## src/rtl/task8_cordic_top.sv

```systemverilog
// task8_cordic_top: multi-cycle IEEE-754 single-precision adder with start/done handshake.
// Define TASK8_TEST_PORTS_EN to expose the debug taps (captured operand A, stage enables).
module task8_cordic_top (
    input  logic        clk,
    input  logic        reset_n,
    input  logic        start,
    input  logic [31:0] dataa,
    input  logic [31:0] datab,
    output logic [31:0] result,
    output logic        done
`ifdef TASK8_TEST_PORTS_EN
    ,
    output logic [31:0] test_result_dataa,
    output logic        test_enable_dataa,
    output logic        test_enable_add
`endif
);
    typedef enum logic [2:0] {IDLE, ALIGN, ADD, NORM, DONE} state_t;
    state_t state;

    logic [31:0] a_reg, b_reg, spec_val_r, spec_val_c, packed_c;
    logic [30:0] ka, kb, l_key, s_key;
    logic [23:0] l_man, s_man;
    logic [7:0]  diff, exp_r;
    logic [52:0] ext;
    logic [26:0] s_align, l_m_r, s_m_r, norm_m;
    logic [27:0] sum_r;
    logic [24:0] mr;
    logic [22:0] frac;
    logic [4:0]  lz;
    logic signed [9:0] norm_e, fin_e;
    logic swap, a_nan, b_nan, a_inf, b_inf, spec_c, round_up;
    logic l_sign_r, z_sign_r, sub_r, spec_r;

    function automatic logic [4:0] lzc(input logic [26:0] v);
        lzc = 5'd27;
        for (int i = 0; i < 27; i++)
            if (v[i]) lzc = 5'(26 - i);
    endfunction

    // Denormals flush to a zero magnitude key, so comparing keys orders |a| and |b|.
    assign ka      = (a_reg[30:23] == 8'd0) ? 31'd0 : a_reg[30:0];
    assign kb      = (b_reg[30:23] == 8'd0) ? 31'd0 : b_reg[30:0];
    assign swap    = kb > ka;
    assign l_key   = swap ? kb : ka;
    assign s_key   = swap ? ka : kb;
    assign l_man   = {|l_key[30:23], l_key[22:0]};
    assign s_man   = {|s_key[30:23], s_key[22:0]};
    assign diff    = l_key[30:23] - s_key[30:23];
    assign ext     = {s_man, 29'd0} >> diff;
    assign s_align = (diff >= 8'd26) ? {26'd0, |s_man} : {ext[52:27], ext[26] | (|ext[25:0])};

    assign a_nan      = (a_reg[30:23] == 8'hFF) && (a_reg[22:0] != 23'd0);
    assign b_nan      = (b_reg[30:23] == 8'hFF) && (b_reg[22:0] != 23'd0);
    assign a_inf      = (a_reg[30:23] == 8'hFF) && (a_reg[22:0] == 23'd0);
    assign b_inf      = (b_reg[30:23] == 8'hFF) && (b_reg[22:0] == 23'd0);
    assign spec_c     = a_nan | b_nan | a_inf | b_inf;
    assign spec_val_c = (a_nan | b_nan | (a_inf & b_inf & (a_reg[31] ^ b_reg[31]))) ? 32'h7FC00000 :
                        a_inf ? a_reg : b_reg;

    assign lz       = lzc(sum_r[26:0]);
    assign norm_m   = sum_r[27] ? {sum_r[27:2], sum_r[1] | sum_r[0]} : sum_r[26:0] << lz;
    assign norm_e   = sum_r[27] ? $signed({2'b0, exp_r}) + 10'sd1
                                : $signed({2'b0, exp_r}) - $signed({5'b0, lz});
    assign round_up = norm_m[2] & (norm_m[3] | norm_m[1] | norm_m[0]);
    assign mr       = {1'b0, norm_m[26:3]} + {24'd0, round_up};
    assign fin_e    = norm_e + $signed({9'd0, mr[24]});
    assign frac     = mr[24] ? mr[23:1] : mr[22:0];
    // An exactly-zero sum keeps -0 only when both inputs were negative zeros.
    assign packed_c = spec_r                ? spec_val_r :
                      (sum_r == 28'd0)      ? {z_sign_r, 31'd0} :
                      (fin_e >= 10'sd255)   ? {l_sign_r, 8'hFF, 23'd0} :
                      (fin_e <= 10'sd0)     ? {l_sign_r, 31'd0} :
                                              {l_sign_r, fin_e[7:0], frac};

    always_ff @(posedge clk or negedge reset_n) begin
        if (!reset_n) begin
            state      <= IDLE;
            a_reg      <= '0;
            b_reg      <= '0;
            result     <= '0;
            done       <= 1'b0;
            l_sign_r   <= 1'b0;
            z_sign_r   <= 1'b0;
            sub_r      <= 1'b0;
            spec_r     <= 1'b0;
            spec_val_r <= '0;
            exp_r      <= '0;
            l_m_r      <= '0;
            s_m_r      <= '0;
            sum_r      <= '0;
        end else begin
            done <= 1'b0;
            case (state)
                IDLE: if (start) begin
                    a_reg <= dataa;
                    b_reg <= datab;
                    state <= ALIGN;
                end
                ALIGN: begin
                    l_sign_r   <= swap ? b_reg[31] : a_reg[31];
                    z_sign_r   <= a_reg[31] & b_reg[31];
                    sub_r      <= a_reg[31] ^ b_reg[31];
                    spec_r     <= spec_c;
                    spec_val_r <= spec_val_c;
                    exp_r      <= l_key[30:23];
                    l_m_r      <= {l_man, 3'b000};
                    s_m_r      <= s_align;
                    state      <= ADD;
                end
                ADD: begin
                    sum_r <= sub_r ? {1'b0, l_m_r} - {1'b0, s_m_r} : {1'b0, l_m_r} + {1'b0, s_m_r};
                    state <= NORM;
                end
                NORM: begin
                    result <= packed_c;
                    done   <= 1'b1;
                    state  <= DONE;
                end
                DONE:    state <= IDLE;
                default: state <= IDLE;
            endcase
        end
    end

`ifdef TASK8_TEST_PORTS_EN
    always_ff @(posedge clk or negedge reset_n) begin
        if (!reset_n) begin
            test_result_dataa <= '0;
            test_enable_dataa <= 1'b0;
            test_enable_add   <= 1'b0;
        end else begin
            test_enable_dataa <= (state == IDLE) && start;
            test_enable_add   <= (state == ADD);
            if ((state == IDLE) && start) test_result_dataa <= dataa;
        end
    end
`endif
endmodule

```

## config.mk

```make
export PLATFORM = sky130hd
export DESIGN_NAME = task8_cordic_top
export DESIGN_NICKNAME = d
export VERILOG_FILES = /design/src/rtl/task8_cordic_top.sv
export SDC_FILE = /design/constraint.sdc
export NUM_CORES = 1
export LEC_CHECK = 0
export BUFFER_PORTS_ARGS = -buffer_cell sky130_fd_sc_hd__buf_4
export CAP_MARGIN = 20
export CORE_MARGIN = 5
export CORE_UTILIZATION = 30
export CTS_BUF_LIST = sky130_fd_sc_hd__clkbuf_2 sky130_fd_sc_hd__clkbuf_4 sky130_fd_sc_hd__clkbuf_8
export DETAILED_ROUTE_END_ITERATION = 6
export PLACE_DENSITY = 0.47
export SLEW_MARGIN = 20
export SYNTH_ARGS = -nofsm -noshare
export SYNTH_HDL_FRONTEND = slang
export SYNTH_SLANG_ARGS = --single-unit
```

## constraint.sdc

```tcl
create_clock -name clk -period 10.85 [get_ports clk]
set_clock_uncertainty 0.2 [all_clocks]
set_input_delay 1.085 -clock clk [delete_from_list [all_inputs] [get_ports clk]]
set_output_delay 1.085 -clock clk [all_outputs]
set_load 0.01 [all_outputs]
```

==> qor.tcl <==
set qor(die_w_um) 262
set qor(synth_cell_type_count) 117
set qor(slew_headroom_pct) 24.8
set qor(clk_path_buf_depth) 3
set qor(design.die.area_um2) 68900
set qor(ys.warnings.count) 0
set qor(final_count_of_negative_setup_slack_endpoints) 0
set qor(clock_insertion_delay_worst_skew_ps) 660
set qor(worst-slew-pin-transition_ps) 1120
set qor(synth_compound_gate_area_share_pct) 26.4
set qor(totalNegativeSetupSlack_ps) 0
set qor(gr-total-overflow) 0
set qor(maximum_level_of_the_cts_h_tree) 2
set qor(antenna_violating_nets_post_route) 0
set qor(worst_r2r_endpoint) {s_m_r[0]}
set qor(reg2reg_slack_ps) 2610
set qor(fraction_of_final_layout_cells_with_drive_strength_greater_than_1_pct) 15.4
set qor(final-hold-violation-count) 0
set qor(num_antenna_cells) 0
set qor(antenna_found_initial) 1
set qor(r2r_cells) 22
set qor(cts-buffers-inserted) 43
set qor(num-nets-final) 2488
set qor(post_cts.resized_instances) 0
set qor(viasPerCell) 5.70
set qor(clock.fmax_ghz) 0.121
set qor(synth_seq_area_share_pct) 29.2
set qor(clkSinkCount) 223
set qor(yosys_most_used_dff) {dfrtp_1}
set qor(synth_adder_area_share_pct) 6.16
set qor(io-pin-count) 100
set qor(floorplan.rows) 92
set qor(post-cts-setup-buffers) 0
set qor(finalCritPeriodShare_pct) 75.9
set qor(core_region_area_um2) 63100
set qor(cts_root_buf) {clkbuf_8}
set qor(synth_top_family_by_area) {compound AO/OA/AOI/OAI gates}
set qor(final_min_period_ps) 8240
set qor(synth.cell_area_um2) 19100
set qor(area_share_of_xor_xnor_cells_in_the_synthesized_design_pct) 2.34
set qor(timing.hold.worst.class) {primary input to asynchronous set/reset pin}
set qor(syn_avg_cell_area_um2) 8.23
set qor(fillCellCount) 6790
set qor(initial_core_util_pct) 30.3
set qor(synth_simple_gate_area_share_pct) 20.6
set qor(data_required_time_of_the_critical_path_ps) 11120
set qor(net_count_of_the_mapped_netlist) 2485
set qor(finalWeightedCongestion) 0.961
set qor(rsz0062_at_grt) {no}
set qor(cap_viol_max_count) 0
set qor(grt_max_degree) 105
set qor(fraction_of_synthesized_area_in_multiplexers_pct) 8.41
set qor(syn2layout_area_growth_pct) 10.8
set qor(grt_pass1_vias) 17600
set qor(io_buffers) 99
set qor(drt_iter0_markers) 1654
set qor(number_of_flops_mapped_to_enable_cells_by_yosys) 0
set qor(cts_hold_repair.buffers) 0
set qor(worstPathArrival_ps) 8510
set qor(synthArstFlopShare_pct) 100
set qor(cp-end-kind) {flip-flop}
set qor(outcome) {finished, final reports clean}
set qor(crit_type) {flip-flop to flip-flop}
set qor(grt_use_total_pct) 20.6
set qor(most-common-layout-cells) {273 x nand2_1, 223 x dfrtp_1, 181 x nor2_1, 161 x o21ai_0, 152 x a21oi_1}
set qor(route.final.wire_length_um) 74700
set qor(routed_wire_length_per_instance_um) 23.3
set qor(crit_path_max_fanout) 29
set qor(die_h_um) 262
set qor(slew_violations) 0
set qor(drt_pre_antenna_iters) 5
set qor(regToRegStartpoint) {b_reg[29]}
set qor(clkTransAtPathRegs_ps) 70
set qor(critPathLaunchType) {flip-flop}
set qor(synthesis.instances) 2325
set qor(place_hpwl_um) 56900
set qor(postSynthRegisterBits) 223
set qor(drc) 0
set qor(num_vias) 18300
set qor(mostFrequentLayoutCell) {nand2_1}
set qor(tritoncts) {done}
set qor(grt_pass1_wl_um) 113000
logic make-up after synthesis:
kind of cell               Yosys count
and+or+nand+nor                    811
AOI/OAI and AO/OA                  730
buffers and inverters              283
DFF                                223
muxes                              134
adders and majority gates           93
xor gates and xnor gates            51
worst max-delay path, cell delays in order (launching register included):
cell and delay, ps:
dfrtp_1 460, nor4_1 350, nand2_1 700, and2_1 500, ha_1 340, o211ai_2 160, a21oi_1 50, o41a_1 450
o311ai_4 610, a21oi_4 270, o22a_2 290, ha_2 260, inv_1 490, mux2_2 450, nor3_1 270, nor2_1 120
mux4_2 500, or4b_1 560, nor4_1 270, o22ai_1 150, a21boi_2 200, nor2_1 60, a311o_1 380
cell usage after synthesis, types with 26 or more instances:
cell      number  area (um^2)
nand2_1      273         1020
dfrtp_1      223         5580
nor2_1       181          679
o21ai_0      161          806
a21oi_1      153          766
clkbuf_1     110          413
inv_1        108          405
ha_1          91         1140
nand3_1       78          390
mux2_2        68          766
nor3_1        61          305
mux2i_1       52          521
a31oi_1       39          244
xnor2_1       35          307
nor4_1        34          213
a211oi_1      33          248
a22o_1        31          272
o22ai_1       27          169
buf_2         26          130
stage by stage:
step           utilization, %  instances  area, um^2  hold WS [ps]  setup slack (ps)
3_3_place_gp             32.2       3129       20300           261              2750
3_5_place_dp             32.2       3129       20300           267              2670
6_report                 33.6       3201       21200           280              2610
5_1_grt                  33.6       3201       21200           303              2160
2_1_floorplan               -       2325       19100           245              3510
4_1_cts                  33.6       3201       21200           264              2640
metal layers:
layer  up-vias  share of wire (%)  GRT usage (%)
met5         -                  0              0
met4         0                3.9           7.39
met3       124                5.7           2.44
met2       651                 44           31.7
met1      8853                 47           29.9
li1       8629                  -              -
final cells by class:
type / instances / area [um^2] / area share, %
timing repair buffer: 128 / 972 / 4.59
multi-input combinational: 1819 / 12300 / 57.9
sequential: 223 / 5580 / 26.3
inverter: 113 / 424 / 2.00
tap: 846 / 1060 / 5.00
clock inverter: 7 / 86.3 / 0.408
clock buffer: 65 / 795 / 3.75
worst max-delay path by stage:
stage | from | to | slack, ps | cells past startpoint
final | b_reg[29] | s_m_r[0] | 2610 | 22
after global routing | b_reg[29] | s_m_r[0] | 2160 | 23
after CTS | b_reg[29] | s_m_r[0] | 2640 | 22
after detailed placement | b_reg[29] | s_m_r[0] | 2670 | 22
after global placement | b_reg[29] | s_m_r[0] | 2750 | 22
after floorplan | a_reg[29] | s_m_r[0] | 3510 | 27
Power is not shown: default switching activity piles up to over one toggle a cycle in this logic, so the estimate is an artifact.
